File: src/rtl/ps2_host_tx.sv
// ps2_host_tx: host-to-device PS/2 transmitter.
// Sends one command byte to the attached device. It inhibits the bus, issues
// a request-to-send, shifts out 8 data bits (LSB first), odd parity and stop,
// then checks the device acknowledge. The shared lines are driven through
// open-drain enables; the tri-state buffers live in the parent.
//
// Ports:
//   CLK, RST_X        system clock, asynchronous active-low reset
//   tx_data, tx_en    byte to send, one-cycle request (accepted only when idle)
//   busy              high while a transfer is in progress
//   done, err         one-cycle completion / failure pulses
//   ps2_clk_i/data_i  raw PS/2 line levels (asynchronous)
//   ps2_clk_oe/data_oe 1 = pull the line low
module ps2_host_tx #(
    parameter int INHIBIT_CYCLES = 10000,
    parameter int TIMEOUT_CYCLES = 2000000,
    parameter int FILTER_LEN     = 8
) (
    input  logic       CLK,
    input  logic       RST_X,
    input  logic [7:0] tx_data,
    input  logic       tx_en,
    output logic       busy,
    output logic       done,
    output logic       err,
    input  logic       ps2_clk_i,
    input  logic       ps2_data_i,
    output logic       ps2_clk_oe,
    output logic       ps2_data_oe
);
    localparam int IW = $clog2(INHIBIT_CYCLES + 1);
    localparam int TW = $clog2(TIMEOUT_CYCLES + 1);
    localparam int FW = $clog2(FILTER_LEN + 1);
    localparam logic [IW-1:0] INH_LAST = IW'(INHIBIT_CYCLES - 1);
    localparam logic [TW-1:0] TO_LAST  = TW'(TIMEOUT_CYCLES - 1);
    localparam logic [FW-1:0] FLT_LAST = FW'(FILTER_LEN - 1);

    typedef enum logic [2:0] {
        S_IDLE, S_INHIBIT, S_REQ, S_SEND, S_ACK, S_WAIT_IDLE, S_ERR
    } state_t;

    state_t        r_state;
    logic          r_clk_meta, r_clk_sync, r_dat_meta, r_dat_sync;
    logic          r_clk_filt, r_fall;
    logic [FW-1:0] r_fcnt;
    logic [7:0]    r_byte;
    logic          r_par;
    logic [IW-1:0] r_icnt;
    logic [TW-1:0] r_tcnt;
    logic [3:0]    r_idx;
    logic          r_busy, r_done, r_err, r_clk_oe, r_data_oe;
    logic          w_timed, w_timeout;

    // Synchronizers reset to 1 so an idle bus does not look like an edge.
    always_ff @(posedge CLK or negedge RST_X) begin
        if (!RST_X) begin
            r_clk_meta <= 1'b1;
            r_clk_sync <= 1'b1;
            r_dat_meta <= 1'b1;
            r_dat_sync <= 1'b1;
        end else begin
            r_clk_meta <= ps2_clk_i;
            r_clk_sync <= r_clk_meta;
            r_dat_meta <= ps2_data_i;
            r_dat_sync <= r_dat_meta;
        end
    end

    // Glitch filter: the filtered clock flips only after FILTER_LEN
    // consecutive samples disagree with it. r_fall strobes with a 1->0 flip.
    always_ff @(posedge CLK or negedge RST_X) begin
        if (!RST_X) begin
            r_clk_filt <= 1'b1;
            r_fcnt     <= '0;
            r_fall     <= 1'b0;
        end else begin
            r_fall <= 1'b0;
            if (r_clk_sync == r_clk_filt) begin
                r_fcnt <= '0;
            end else if (r_fcnt >= FLT_LAST) begin
                r_clk_filt <= r_clk_sync;
                r_fcnt     <= '0;
                r_fall     <= r_clk_filt;
            end else begin
                r_fcnt <= r_fcnt + 1'b1;
            end
        end
    end

    assign w_timed   = (r_state == S_SEND) || (r_state == S_ACK) || (r_state == S_WAIT_IDLE);
    assign w_timeout = w_timed && (r_tcnt >= TO_LAST);

    always_ff @(posedge CLK or negedge RST_X) begin
        if (!RST_X) begin
            r_state   <= S_IDLE;
            r_busy    <= 1'b0;
            r_done    <= 1'b0;
            r_err     <= 1'b0;
            r_clk_oe  <= 1'b0;
            r_data_oe <= 1'b0;
            r_byte    <= '0;
            r_par     <= 1'b0;
            r_icnt    <= '0;
            r_tcnt    <= '0;
            r_idx     <= '0;
        end else begin
            r_done <= 1'b0;
            r_err  <= 1'b0;
            if (w_timed && !w_timeout)
                r_tcnt <= r_tcnt + 1'b1;
            case (r_state)
                S_IDLE: begin
                    if (tx_en) begin
                        r_byte    <= tx_data;
                        r_par     <= ~^tx_data;
                        r_icnt    <= '0;
                        r_state   <= S_INHIBIT;
                        r_busy    <= 1'b1;
                        r_clk_oe  <= 1'b1;
                        r_data_oe <= 1'b0;
                    end
                end
                S_INHIBIT: begin
                    if (r_icnt >= INH_LAST) begin
                        r_state   <= S_REQ;
                        r_data_oe <= 1'b1;      // start bit
                    end else begin
                        r_icnt <= r_icnt + 1'b1;
                    end
                end
                S_REQ: begin
                    r_state  <= S_SEND;
                    r_clk_oe <= 1'b0;
                    // Preloaded with 1: the count includes the current cycle,
                    // so ERR is entered on the edge the count reaches the limit.
                    r_tcnt   <= TW'(1);
                    r_idx    <= '0;
                end
                S_SEND: begin
                    if (w_timeout) begin
                        r_state   <= S_ERR;
                        r_data_oe <= 1'b0;
                    end else if (r_fall) begin
                        if (r_idx < 4'd8)
                            r_data_oe <= ~r_byte[r_idx[2:0]];
                        else if (r_idx == 4'd8)
                            r_data_oe <= ~r_par;
                        else begin
                            r_data_oe <= 1'b0;  // stop bit: release data
                            r_state   <= S_ACK;
                        end
                        r_idx <= r_idx + 1'b1;
                    end
                end
                S_ACK: begin
                    if (w_timeout)
                        r_state <= S_ERR;
                    else if (r_fall)
                        r_state <= r_dat_sync ? S_ERR : S_WAIT_IDLE;
                end
                S_WAIT_IDLE: begin
                    if (w_timeout) begin
                        r_state <= S_ERR;
                    end else if (r_clk_sync && r_dat_sync) begin
                        r_state <= S_IDLE;
                        r_busy  <= 1'b0;
                        r_done  <= 1'b1;
                    end
                end
                S_ERR: begin
                    r_state   <= S_IDLE;
                    r_busy    <= 1'b0;
                    r_err     <= 1'b1;
                    r_clk_oe  <= 1'b0;
                    r_data_oe <= 1'b0;
                end
                default: r_state <= S_IDLE;
            endcase
        end
    end

    assign busy        = r_busy;
    assign done        = r_done;
    assign err         = r_err;
    assign ps2_clk_oe  = r_clk_oe;
    assign ps2_data_oe = r_data_oe;
endmodule

File: config.mk
export PLATFORM = sky130hd
export DESIGN_NAME = ps2_host_tx
export DESIGN_NICKNAME = d
export VERILOG_FILES = /design/src/rtl/ps2_host_tx.sv
export SDC_FILE = /design/constraint.sdc
export NUM_CORES = 1
export LEC_CHECK = 0
export ABC_CLOCK_PERIOD_IN_PS = 2900
export BUFFER_PORTS_ARGS = -buffer_cell sky130_fd_sc_hd__buf_2
export CORE_MARGIN = 10
export CORE_UTILIZATION = 38
export CTS_BUF_LIST = sky130_fd_sc_hd__clkbuf_8
export CTS_CLUSTER_DIAMETER = 200
export DETAILED_ROUTE_END_ITERATION = 10
export PLACE_DENSITY_LB_ADDON = 0.25
export SKIP_CTS_REPAIR_TIMING = 1
export SYNTH_ARGS = -nofsm -noshare
export SYNTH_HDL_FRONTEND = slang
export SYNTH_SLANG_ARGS = --single-unit
File: constraint.sdc
create_clock -name CLK -period 2.9 [get_ports CLK]
set_input_delay 0.58 -clock CLK [delete_from_list [all_inputs] [get_ports CLK]]
set_output_delay 0.58 -clock CLK [all_outputs]
set_load 0.02 [all_outputs]
# After elaboration in Yosys (flattened, before gate mapping)
# Cells that the tools add are included.
# word_totals
ff_bits	66
inputBits	13
out_inout_bits	5
elab_cells	115
# classes
n_addsub	4
order_cmp	5
n_eq_ne	20
n_mux	42
bitwise	3
n_reduce_logical	23
# ops
operator	n
21-bit two-way mux	2
3-bit two-way mux	10
14-bit two-way mux	2
14-bit case mux with 2 select lines	1
21-bit by 1-bit adder with 21-bit output, second input constant	1
21-bit greater-or-equal comparator, second input constant	1
3-bit case mux with 6 select lines	1
1-bit two-way mux	16
4-bit two-way mux	4
14-bit by 1-bit adder with 14-bit output, second input constant	1
14-bit greater-or-equal comparator, second input constant	1
2-bit != test, second input constant	6
3-bit != test, second input constant	4
3-bit == test, second input constant	3
4-bit by 1-bit adder with 4-bit output, second input constant	2
4-bit case mux with 2 select lines	1
4-bit AND reduction	2
2-bit nonzero test	4
8-bit XNOR reduction	1
7-bit AND reduction	1
3-bit by 2-bit == test with 1-bit output, second input constant	2
2-bit AND reduction	3
3-bit AND reduction	2
4-bit == test, second input constant	1
other kinds (20)	25

# Depth between registers and ports, before layout
# Gate-level depths: netlist (run 1).
# logic_depth
depth_word	8
mapped_depth	8
depth_no_buf	8

# Least setup slack after synthesis (run 1)
# OpenSTA, ideal clock, no wires.
# synth_timing
path_type	register to register
from	reg r_tcnt[16]
to	reg r_state[2]
setup_time_ns	0.126
arrival_ns	1.988
required_ns	2.774
setup_slack_ns	0.785
path_stages_with_launch	7
path_buffers	0
synth_period_minus_slack_ns	2.115
cell_sequence	dfrtp_1 -> nor4b_4 -> nand2_2 -> o41ai_4 -> nor3_2 -> or2_1 -> a221o_1
# synth_between
elab_chain_len	4
elab_cells_between_ends	12
classes_between	order compare (1); eq/ne (5); mux (4); reduce/logical (2)
# synth_rtl
item	line_no	text
start: declaration	49	logic [TW-1:0] r_tcnt;
start signal: assignment	110	r_tcnt <= r_tcnt + 1'b1;
21-bit greater-or-equal comparator *	91	assign w_timeout = w_timed && (r_tcnt >= TO_LAST);
1-bit logical AND *	91	
3-bit by 2-bit != test with 1-bit output (no source line), or another cell as far along	--	
7-bit AND reduction (no source line) / 3-bit case mux with 6 select lines (equally long branches)	--	
end signal: assignment	159	r_state <= r_dat_sync ? S_ERR : S_WAIT_IDLE;
end: declaration	42	state_t r_state;
# Every way passes the cells marked *; elsewhere a longest branch is shown, timed or not.
# A chain may end at the register's enable or synchronous reset.

# Worst setup path in the final report (run 1)
# layout_timing
from	reg r_tcnt[7]
to	reg r_tcnt[19]
# layout_between
elab_chain_len	5
elab_cells_between_ends	8
classes_between	add/sub (1); order compare (1); mux (2); reduce/logical (4)
# layout_rtl
item	line_no	text
21-bit greater-or-equal comparator	91	
1-bit logical AND	91	
1-bit logical NOT	109	if (w_timed && !w_timeout)
1-bit logical AND	109	
2-bit nonzero test (no source line)	--	
# Several ways; a longest one is shown, not always the timed one. The select of a mux whose other input is x is not followed.

==> flow_metrics.py, run 1 <==
metrics = {
    "status": {
        "status": "complete, no violations",
    },
    "global_route": {
        "gr-total-overflow": 0,
        "antenna_found_initial": 0,
        "track_usage": 0.117,
        "grt_pass1_vias": 2639,
        "grt_first_pass_wirelength_um": 12800,
        "grt_max_degree": 67,
    },
    "sta": {
        "setup_viol": 0,
        "drv_slew": 0,
        "max_slew.worst_pin.slew_ps": 860,
        "grt_setup_unrepaired": "false",
        "fin_skew_ps": 12.0,
        "fin_tns_setup_ps": 0,
        "period_needed_ps": 2420,
        "slew_headroom": 0.419,
        "post-route-period-util": 0.836,
        "clock.fmax_mhz": 412,
        "finalHoldViolCount": 0,
    },
    "logic_synthesis": {
        "ys_types": 55,
        "synth_edf_count": 0,
        "ys_warn_count": 0,
        "syn_nets": 384,
        "synth_top_family_by_area": "simple AND/OR/NAND/NOR gates",
        "synth_fa_ha_area_frac": 0.0181,
        "synth_top_flop_cell": "dfrtp_1",
        "syn_area_per_cell_um2": 9.45,
        "muxShareOfSynthArea": 0.0394,
        "ys_ff_latch": 66,
        "yosys.area_share.simple": 0.271,
        "synth-compound-area-share": 0.120,
        "synthArstFlopShare": 1.00,
        "syn_area_mm2": 0.00346,
        "synthCells": 366,
        "yosysSeqAreaShare": 0.479,
        "synth_xor_area_frac": 0.0481,
    },
    "clock_network": {
        "h-tree-depth": 3,
        "clock-root-buffer": "clkbuf_8",
        "clk_path_buf_depth": 2,
        "clk_pin_slew_ps": 80,
        "cts_buffers": 9,
        "clock-sinks": 66,
        "tritoncts": "yes",
        "clk_latency_ps": 350,
    },
    "setup_path": {
        "start_kind": "register",
        "worstPathArrival_ps": 2710,
        "crit_family": "simple AND/OR/NAND/NOR gates",
        "cp.required_ps": 3180,
        "cp_slowest_cell": "or4_1",
        "cp.depth": 6,
        "max_stage_delay_ps": 610,
        "cp_cell_sequence": "nor3_2 > nand2_2 > o2111ai_1 > nand4_1 > or4_1 > a21oi_1",
        "end_kind": "register",
        "r2r_cells": 6,
        "cp_max_fo": 14,
        "path_buf_inv": 0,
        "r2r_slack_ps": 480,
        "crit_type": "register to register",
    },
    "hold_path": {
        "whs_path_depth": 1,
        "worstHoldPathType": "primary input to register",
    },
    "layout": {
        "n_fill_cell": 856,
        "fin_nets": 401,
        "syn2layout_area_growth_pct": 11.0,
        "multi_input_area_mm2": 0.00172,
        "drive_above_1_share": 0.144,
        "final_cells": 496,
        "seq_area_mm2": 0.00166,
        "antenna_cells": 0,
        "utilization": 0.436,
        "final_area_mm2": 0.00384,
    },
    "drt": {
        "drc_errors": 0,
        "viasPerCell": 5.36,
        "first_iter_violations": 167,
        "vias": 2659,
        "first_pass_iters": 6,
        "ant_nets": 0,
        "wl_per_cell_um": 14.6,
        "drt-total-wl_um": 7220,
    },
    "floorplan": {
        "dieArea_mm2": 0.0133,
        "fp.dieW_um": 115,
        "die_y_um": 115,
        "core_mm2": 0.00881,
        "start_util": 0.393,
        "pin_count": 18,
        "rows": 34,
    },
    "pwr": {
        "power_leakage_uw": 0.00167,
        "power.density_mw_per_mm2": 758,
        "p_total_uw": 2910,
        "vdd_drop_max_mv": 0.442,
    },
    "flow_run": {
        "maxCapViolations": 0,
    },
    "place": {
        "dp_cells": 480,
        "place.gp.congestion": 0.837,
        "dpl-instance-area_mm2": 0.00364,
        "portBuffers": 17,
        "dp_hpwl_um": 4890,
    },
}
## final timing paths
| check | start | end |
|---|---|---|
| max reg2reg | r_tcnt[7] | r_tcnt[19] |
| min reg2reg | r_dat_meta | r_dat_sync |
| min in group asynchronous | RST_X | r_tcnt[18] |
| max | r_tcnt[7] | r_tcnt[19] |
| min | ps2_data_i | r_dat_meta |
| max in group asynchronous | RST_X | r_tcnt[0] |
## logic make-up (layout without fill, tap and decap cells)
logic type,Yosys count,in the layout
AO/OA/AOI/OAI,59,59
XOR/XNOR,19,19
multiplexers,11,11
buffers and inverters,21,43
adder cells (fa/ha/maj),5,5
flip-flops,66,66
AND/OR/NAND/NOR,185,185
## area by class of cell
| type | instances | area share |
|---|---|---|
| tap | 108 | 0.0352 |
| sequential | 66 | 0.432 |
| clock buffer | 10 | 0.0359 |
| multi-input combinational | 279 | 0.447 |
| timing repair buffer | 20 | 0.0280 |
| clock inverter | 6 | 0.0153 |
| inverter | 7 | 0.00684 |
## power by group
part / switching [uW] / leakage [uW] / internal, uW / total [uW]
logic: 522 / 0.000705 / 328 / 850
registers: 180 / 0.000868 / 1100 / 1280
clock network: 363 / 0.0000995 / 414 / 777
## flip-flops by register name, summed over array words and instances, names as in the netlist
name         flops
r_clk_filt       1
r_clk_sync       1
r_dat_meta       1
r_fall           1
r_par            1
r_icnt          14
r_byte           8
r_state          3
r_idx            4
r_tcnt          21
busy             1
done             1
ps2_clk_oe       1
r_dat_sync       1
r_fcnt           4
ps2_data_oe      1
err              1
r_clk_meta       1
## Yosys cell counts, types with 3 or more instances
cell | instances | area (um2)
nand2_1 | 65 | 244
dfrtp_1 | 61 | 1530
nor2_1 | 36 | 135
nand3_1 | 14 | 70.1
xnor2_1 | 13 | 114
a21oi_1 | 12 | 60.1
o21ai_0 | 12 | 60.1
nand4_1 | 11 | 68.8
nor3_1 | 11 | 55.1
or4_1 | 11 | 82.6
clkbuf_1 | 9 | 33.8
mux2i_1 | 8 | 80.1
inv_1 | 7 | 26.3
o31ai_1 | 6 | 45.0
xor2_1 | 6 | 52.6
and3_1 | 5 | 31.3
buf_2 | 5 | 25.0
dfstp_2 | 5 | 131
ha_1 | 5 | 62.6
nor2b_1 | 5 | 31.3
a31oi_1 | 4 | 25.0
nand2b_1 | 4 | 25.0
o211ai_1 | 4 | 30.0
or3_1 | 4 | 25.0
a21o_1 | 3 | 22.5
and2_1 | 3 | 18.8
## stage by stage
step	setup slack (ps)	hold slack [ps]
3_3_place_gp	513	346
5_1_grt	252	308
6_report	475	320
3_5_place_dp	497	348
2_1_floorplan	785	284
4_1_cts	469	305
## routing by layer
metal	vias up	global-route usage	share of wire
met3	9	0.0333	0.032
met4	0	0.0355	0.012
met5	-	0	0
met1	1273	0.159	0.51
li1	1344	-	-
met2	33	0.178	0.45
## cell usage in the layout (no fill, tap or decap), drive strengths merged, types with 2 or more instances in the layout
cell / synthesis / routed
nand2: 67 / 67
dfrtp: 61 / 61
nor2: 36 / 36
buf: 5 / 20
nand3: 14 / 14
o21ai: 14 / 14
xnor2: 13 / 13
nor3: 13 / 13
a21oi: 12 / 12
nand4: 11 / 11
or4: 11 / 11
clkbuf: 9 / 10
inv: 7 / 8
mux2i: 8 / 8
xor2: 6 / 6
o31ai: 6 / 6
and3: 5 / 5
nor2b: 5 / 5
ha: 5 / 5
dfstp: 5 / 5
or3: 4 / 4
nand2b: 4 / 4
o211ai: 4 / 4
a31oi: 4 / 4
and2: 3 / 3
a21o: 3 / 3
or2: 3 / 3
nor3b: 2 / 2
and4: 2 / 2
o22ai: 2 / 2
mux4: 2 / 2
clkinv: 0 / 2
clkinvlp: 0 / 2
nor4b: 2 / 2
o41ai: 2 / 2
nor4: 2 / 2
(Power assumes the default switching activity.)
==> run 2, diff against run 1 <==
--- a/config.mk
+++ b/config.mk
@@ -5,7 +5,7 @@
 export SDC_FILE = /design/constraint.sdc
 export NUM_CORES = 1
 export LEC_CHECK = 0
-export ABC_CLOCK_PERIOD_IN_PS = 2900
+export ABC_CLOCK_PERIOD_IN_PS = 2550
 export BUFFER_PORTS_ARGS = -buffer_cell sky130_fd_sc_hd__buf_2
 export CORE_MARGIN = 10
 export CORE_UTILIZATION = 38
==> constraint.sdc (replaced) <==
create_clock -name CLK -period 2.55 [get_ports CLK]
set_input_delay 0.51 -clock CLK [delete_from_list [all_inputs] [get_ports CLK]]
set_output_delay 0.51 -clock CLK [all_outputs]
set_load 0.02 [all_outputs]
==> run 2 against run 1 <==
Combinational power grew 31%. Setup slack got worse by 230 ps. Die area stayed put. Critical path type unchanged.
==> flow_metrics.py, run 2 (same netlist as run 1, synthesis figures left out) <==
metrics = {
    "status": {
        "status": "complete, no violations",
    },
    "global_route": {
        "track_usage": 0.120,
        "grt_max_degree": 45,
        "grt_first_pass_wirelength_um": 13000,
        "grt_pass1_vias": 2739,
        "antenna_found_initial": 0,
        "gr-total-overflow": 0,
    },
    "floorplan": {
        "dieArea_mm2": 0.0133,
        "rows": 34,
        "fp.dieW_um": 115,
        "pin_count": 18,
        "core_mm2": 0.00881,
        "start_util": 0.393,
        "die_y_um": 115,
    },
    "setup_path": {
        "crit_family": "simple AND/OR/NAND/NOR gates",
        "r2r_slack_ps": 240,
        "cp_cell_sequence": "nor4b_4 > nand2_2 > o41ai_4 > nor3_2 > or2_1 > a221o_1",
        "start_kind": "register",
        "end_kind": "register",
        "startpoint": "r_tcnt[16]",
        "max_stage_delay_ps": 500,
        "path_buf_inv": 0,
        "cp_max_fo": 7,
        "cp.required_ps": 2780,
        "worstPathArrival_ps": 2540,
        "crit_type": "register to register",
        "cp_slowest_cell": "o41ai_4",
        "rr_startpoint": "r_tcnt[16]",
    },
    "pwr": {
        "power.density_mw_per_mm2": 847,
        "p_total_uw": 3310,
        "vdd_drop_max_mv": 0.458,
        "power_leakage_uw": 0.00170,
    },
    "drt": {
        "drt-total-wl_um": 7380,
        "ant_nets": 0,
        "wl_per_cell_um": 14.6,
        "first_pass_iters": 5,
        "first_iter_violations": 157,
        "drc_errors": 0,
        "vias": 2738,
        "viasPerCell": 5.41,
    },
    "sta": {
        "clock.fmax_mhz": 433,
        "finalHoldViolCount": 0,
        "finalWorstSetupSlack_ps": 241,
        "setup_viol": 0,
        "hold_slack_ps": 130,
        "period_needed_ps": 2310,
        "max_slew.worst_pin.slew_ps": 961,
        "fin_skew_ps": 13.5,
        "drv_slew": 0,
        "fin_tns_setup_ps": 0,
        "slew_headroom": 0.351,
        "post-route-period-util": 0.905,
        "grt_setup_unrepaired": "false",
    },
    "layout": {
        "multi_input_area_mm2": 0.00172,
        "reg_top3": "r_tcnt x21, r_icnt x14, r_byte x8",
        "final_common_cell": "nand2_1",
        "fin_nets": 411,
        "syn2layout_area_growth_pct": 12.8,
        "antenna_cells": 0,
        "seq_area_mm2": 0.00166,
        "regMostFlops": "r_tcnt",
        "final_cells": 506,
        "n_fill_cell": 844,
        "largest_reg_flops": 21,
        "drive_above_1_share": 0.166,
        "layout_common_cells": "65 x nand2_1, 61 x dfrtp_1, 36 x nor2_1",
    },
    "hold_path": {
        "worstHoldPathType": "primary input to async pin",
    },
    "clock_network": {
        "h-tree-depth": 3,
        "clock-sinks": 66,
        "cts_buffers": 9,
        "clk_pin_slew_ps": 80,
        "clock-root-buffer": "clkbuf_8",
        "clk_path_buf_depth": 2,
        "tritoncts": "yes",
        "clk_latency_ps": 350,
    },
    "flow_run": {
        "maxCapViolations": 0,
    },
    "place": {
        "place.gp.congestion": 0.883,
        "pre_cts_ws_ps": 264,
        "dp_hpwl_um": 5320,
        "dp_cells": 490,
        "portBuffers": 17,
    },
}
run 2: cell types whose count changed in the layout (fill, tap and decap cells not counted):
cell / before / now
buf_12: 0 / 1
buf_4: 3 / 12
bufinv_16: 1 / 0
clkbuf_8: 10 / 9
clkinv_2: 2 / 1
clkinvlp_4: 2 / 4
inv_6: 0 / 1
run 2: final timing paths:
kind	end	cells past startpoint
min in group CLK	r_clk_meta	1
max in group asynchronous	r_clk_sync	2
min	r_byte[3]	1
max reg2reg	r_state[2]	6
min reg2reg	r_dat_sync	0
max	r_state[2]	6
run 2: where the power goes:
group	switching, uW	internal (uW)	leakage, uW	total (uW)
clock network	425	350	0.0000791	774
registers	172	1250	0.000868	1430
logic	653	453	0.000757	1110
run 2: final cells by class:
class	count	share of cell area
clock buffers	9	0.0318
multi-input cells	279	0.440
clock inverters	7	0.0122
flip-flops and latches	66	0.425
well taps	108	0.0346
repair buffers	30	0.0500
inverters	7	0.00674
run 2: metrics by stage:
stage	area [um2]	util
after detailed placement	3730	0.424
after floorplan	3460	-
after global routing	3900	0.443
after global placement	3730	0.424
final	3900	0.443
after CTS	3900	0.443
run 2: layer usage:
layer | part of all wire | track usage | vias up | routed length [um]
met5 | 0 | 0 | - | 0
met4 | 0.019 | 0.0490 | 0 | 142
met3 | 0.038 | 0.0339 | 14 | 277
met2 | 0.45 | 0.185 | 53 | 3320
met1 | 0.49 | 0.154 | 1311 | 3640
li1 | - | - | 1360 | -
==> run 3, diff against run 2 <==
--- a/config.mk
+++ b/config.mk
@@ -7,11 +7,11 @@
 export LEC_CHECK = 0
 export ABC_CLOCK_PERIOD_IN_PS = 2550
 export BUFFER_PORTS_ARGS = -buffer_cell sky130_fd_sc_hd__buf_2
-export CORE_MARGIN = 10
 export CORE_UTILIZATION = 38
 export CTS_BUF_LIST = sky130_fd_sc_hd__clkbuf_8
 export CTS_CLUSTER_DIAMETER = 200
 export DETAILED_ROUTE_END_ITERATION = 10
+export MAX_ROUTING_LAYER = met4
 export PLACE_DENSITY_LB_ADDON = 0.25
 export SKIP_CTS_REPAIR_TIMING = 1
 export SYNTH_ARGS = -nofsm -noshare
==> run 3 against run 2 <==
Fmax fell by 1.7%. Non-clock buffer count is 1 higher. Die area fell by 29%. Sequential share of layout area decreased by 0.47 points. Critical path depth did not move. Flip-flop and latch count unchanged. Via count shrank 0.80%. Global-route usage up 4.5 points. Final area rose by 1.1%. Final cell count rose by 0.20%. Total power grew 2.7%.
==> flow_metrics.py, run 3 (same netlist as run 1, synthesis figures left out) <==
metrics = {
    "status": {
        "status": "complete, no violations",
    },
    "setup_path": {
        "worstPathArrival_ps": 2570,
        "cp_slowest_cell": "o41ai_4",
        "r2r_slack_ps": 200,
        "r2r_cells": 6,
        "rr_startpoint": "r_tcnt[16]",
        "max_stage_delay_ps": 510,
        "cp.required_ps": 2770,
        "crit_type": "register to register",
        "end_kind": "register",
        "path_buf_inv": 0,
        "crit_family": "simple AND/OR/NAND/NOR gates",
        "startpoint": "r_tcnt[16]",
        "start_kind": "register",
        "cp_max_fo": 7,
        "timing.rr.end": "r_state[2]",
        "cp_cell_sequence": "nor4b_4 > nand2_2 > o41ai_4 > nor3_2 > or2_1 > a221o_1",
    },
    "sta": {
        "slew_headroom": 0.397,
        "clock.fmax_mhz": 426,
        "drv_slew": 0,
        "finalHoldViolCount": 0,
        "fin_skew_ps": 7.13,
        "grt_setup_unrepaired": "false",
        "period_needed_ps": 2350,
        "post-route-period-util": 0.921,
        "max_slew.worst_pin.slew_ps": 894,
        "fin_tns_setup_ps": 0,
        "setup_viol": 0,
        "hold_slack_ps": 124,
    },
    "global_route": {
        "grt_pass1_vias": 2633,
        "gr-total-overflow": 0,
        "antenna_found_initial": 0,
        "grt_max_degree": 33,
        "track_usage": 0.164,
        "grt_first_pass_wirelength_um": 12400,
    },
    "drt": {
        "first_iter_violations": 96,
        "ant_nets": 0,
        "drt-total-wl_um": 7080,
        "viasPerCell": 5.36,
        "first_pass_iters": 4,
        "drc_errors": 0,
        "vias": 2716,
        "wl_per_cell_um": 14.0,
    },
    "layout": {
        "regMostFlops": "r_tcnt",
        "syn2layout_area_growth_pct": 14.1,
        "drive_above_1_share": 0.165,
        "reg_top3": "r_tcnt x21, r_icnt x14, r_byte x8",
        "largest_reg_flops": 21,
        "utilization": 0.450,
        "n_fill_cell": 836,
        "fin_nets": 412,
        "final_common_cell": "nand2_1",
        "layout_common_cells": "65 x nand2_1, 61 x dfrtp_1, 36 x nor2_1",
        "antenna_cells": 0,
        "final_cells": 507,
    },
    "floorplan": {
        "start_util": 0.395,
        "die_y_um": 97.4,
        "dieArea_mm2": 0.00949,
        "rows": 34,
        "fp.dieW_um": 97.4,
        "core_mm2": 0.00876,
        "pin_count": 18,
    },
    "clock_network": {
        "clk_latency_ps": 330,
        "clk_pin_slew_ps": 70,
        "h-tree-depth": 3,
        "clk_path_buf_depth": 2,
        "clock-root-buffer": "clkbuf_8",
        "tritoncts": "yes",
        "clock-sinks": 66,
        "cts_buffers": 9,
    },
    "place": {
        "place.gp.congestion": 0.819,
        "dp_cells": 488,
        "portBuffers": 17,
        "dp_hpwl_um": 5100,
    },
    "pwr": {
        "power.density_mw_per_mm2": 861,
        "power_leakage_uw": 0.00174,
        "vdd_drop_max_mv": 0.447,
    },
    "flow_run": {
        "maxCapViolations": 0,
    },
    "hold_path": {
        "worstHoldPathType": "primary input to async pin",
    },
}
==> run 3: cell types whose count changed in the layout (fill, tap and decap cells not counted) <==
cell / before / now
clkbuf_8: 9 / 12
inv_1: 8 / 9
inv_6: 1 / 0
bufinv_16: 0 / 1
buf_4: 12 / 13
clkinvlp_4: 4 / 0
==> run 3: layout make-up <==
cell class / instances / area [um2] / area share
inverter: 7 / 26.3 / 0.00666
tap: 108 / 135 / 0.0343
sequential: 66 / 1660 / 0.420
clock inverter: 4 / 42.5 / 0.0108
timing repair buffer: 31 / 203 / 0.0514
multi-input combinational: 279 / 1720 / 0.435
clock buffer: 12 / 165 / 0.0419
==> run 3: worst register-to-register path, delay by kind of cell (launching register included) <==
family | cells | cell delay (ps)
DFF | 1 | 480
and+or+nand+nor | 4 | 900
AOI/OAI and AO/OA | 2 | 860
==> run 3: worst max path at each step <==
stage | endpoint | slack (ps) | cells past startpoint
6_report | r_state[2] | 200 | 6
5_1_grt | r_state[2] | 70 | 7
4_1_cts | r_tcnt[19] | 120 | 6
3_5_place_dp | r_tcnt[19] | 140 | 6
3_3_place_gp | r_tcnt[19] | 240 | 6
2_1_floorplan | r_state[2] | 440 | 6
==> run 3: power by group <==
| group | switching [uW] | total, uW | leakage, uW | internal, uW |
|---|---|---|---|---|
| registers | 198 | 1450 | 0.000868 | 1250 |
| clock network | 387 | 910 | 0.000115 | 524 |
| logic | 605 | 1030 | 0.000760 | 429 |
| total | 1190 | 3400 | 0.00174 | 2210 |
==> run 3: metal layers <==
metal  global-route usage  share of wire  vias up  wire length [um]
met2                0.264           0.48       38              3390
li1                     -              -     1367                 -
met5                    -              0        -                 0
met4               0.0475          0.011        0                79
met3               0.0317          0.028       11               201
met1                0.212           0.48     1300              3400
==> run 3: metrics by stage <==
| stage | setup WS [ps] | total power (uW) | area [um2] |
|---|---|---|---|
| after floorplan | 435 | 2190 | 3460 |
| after global placement | 236 | 2480 | 3710 |
| after detailed placement | 140 | 2510 | 3710 |
| after CTS | 117 | 3440 | 3920 |
| after global routing | 70.6 | 3640 | 3950 |
| final | 202 | 3400 | 3950 |
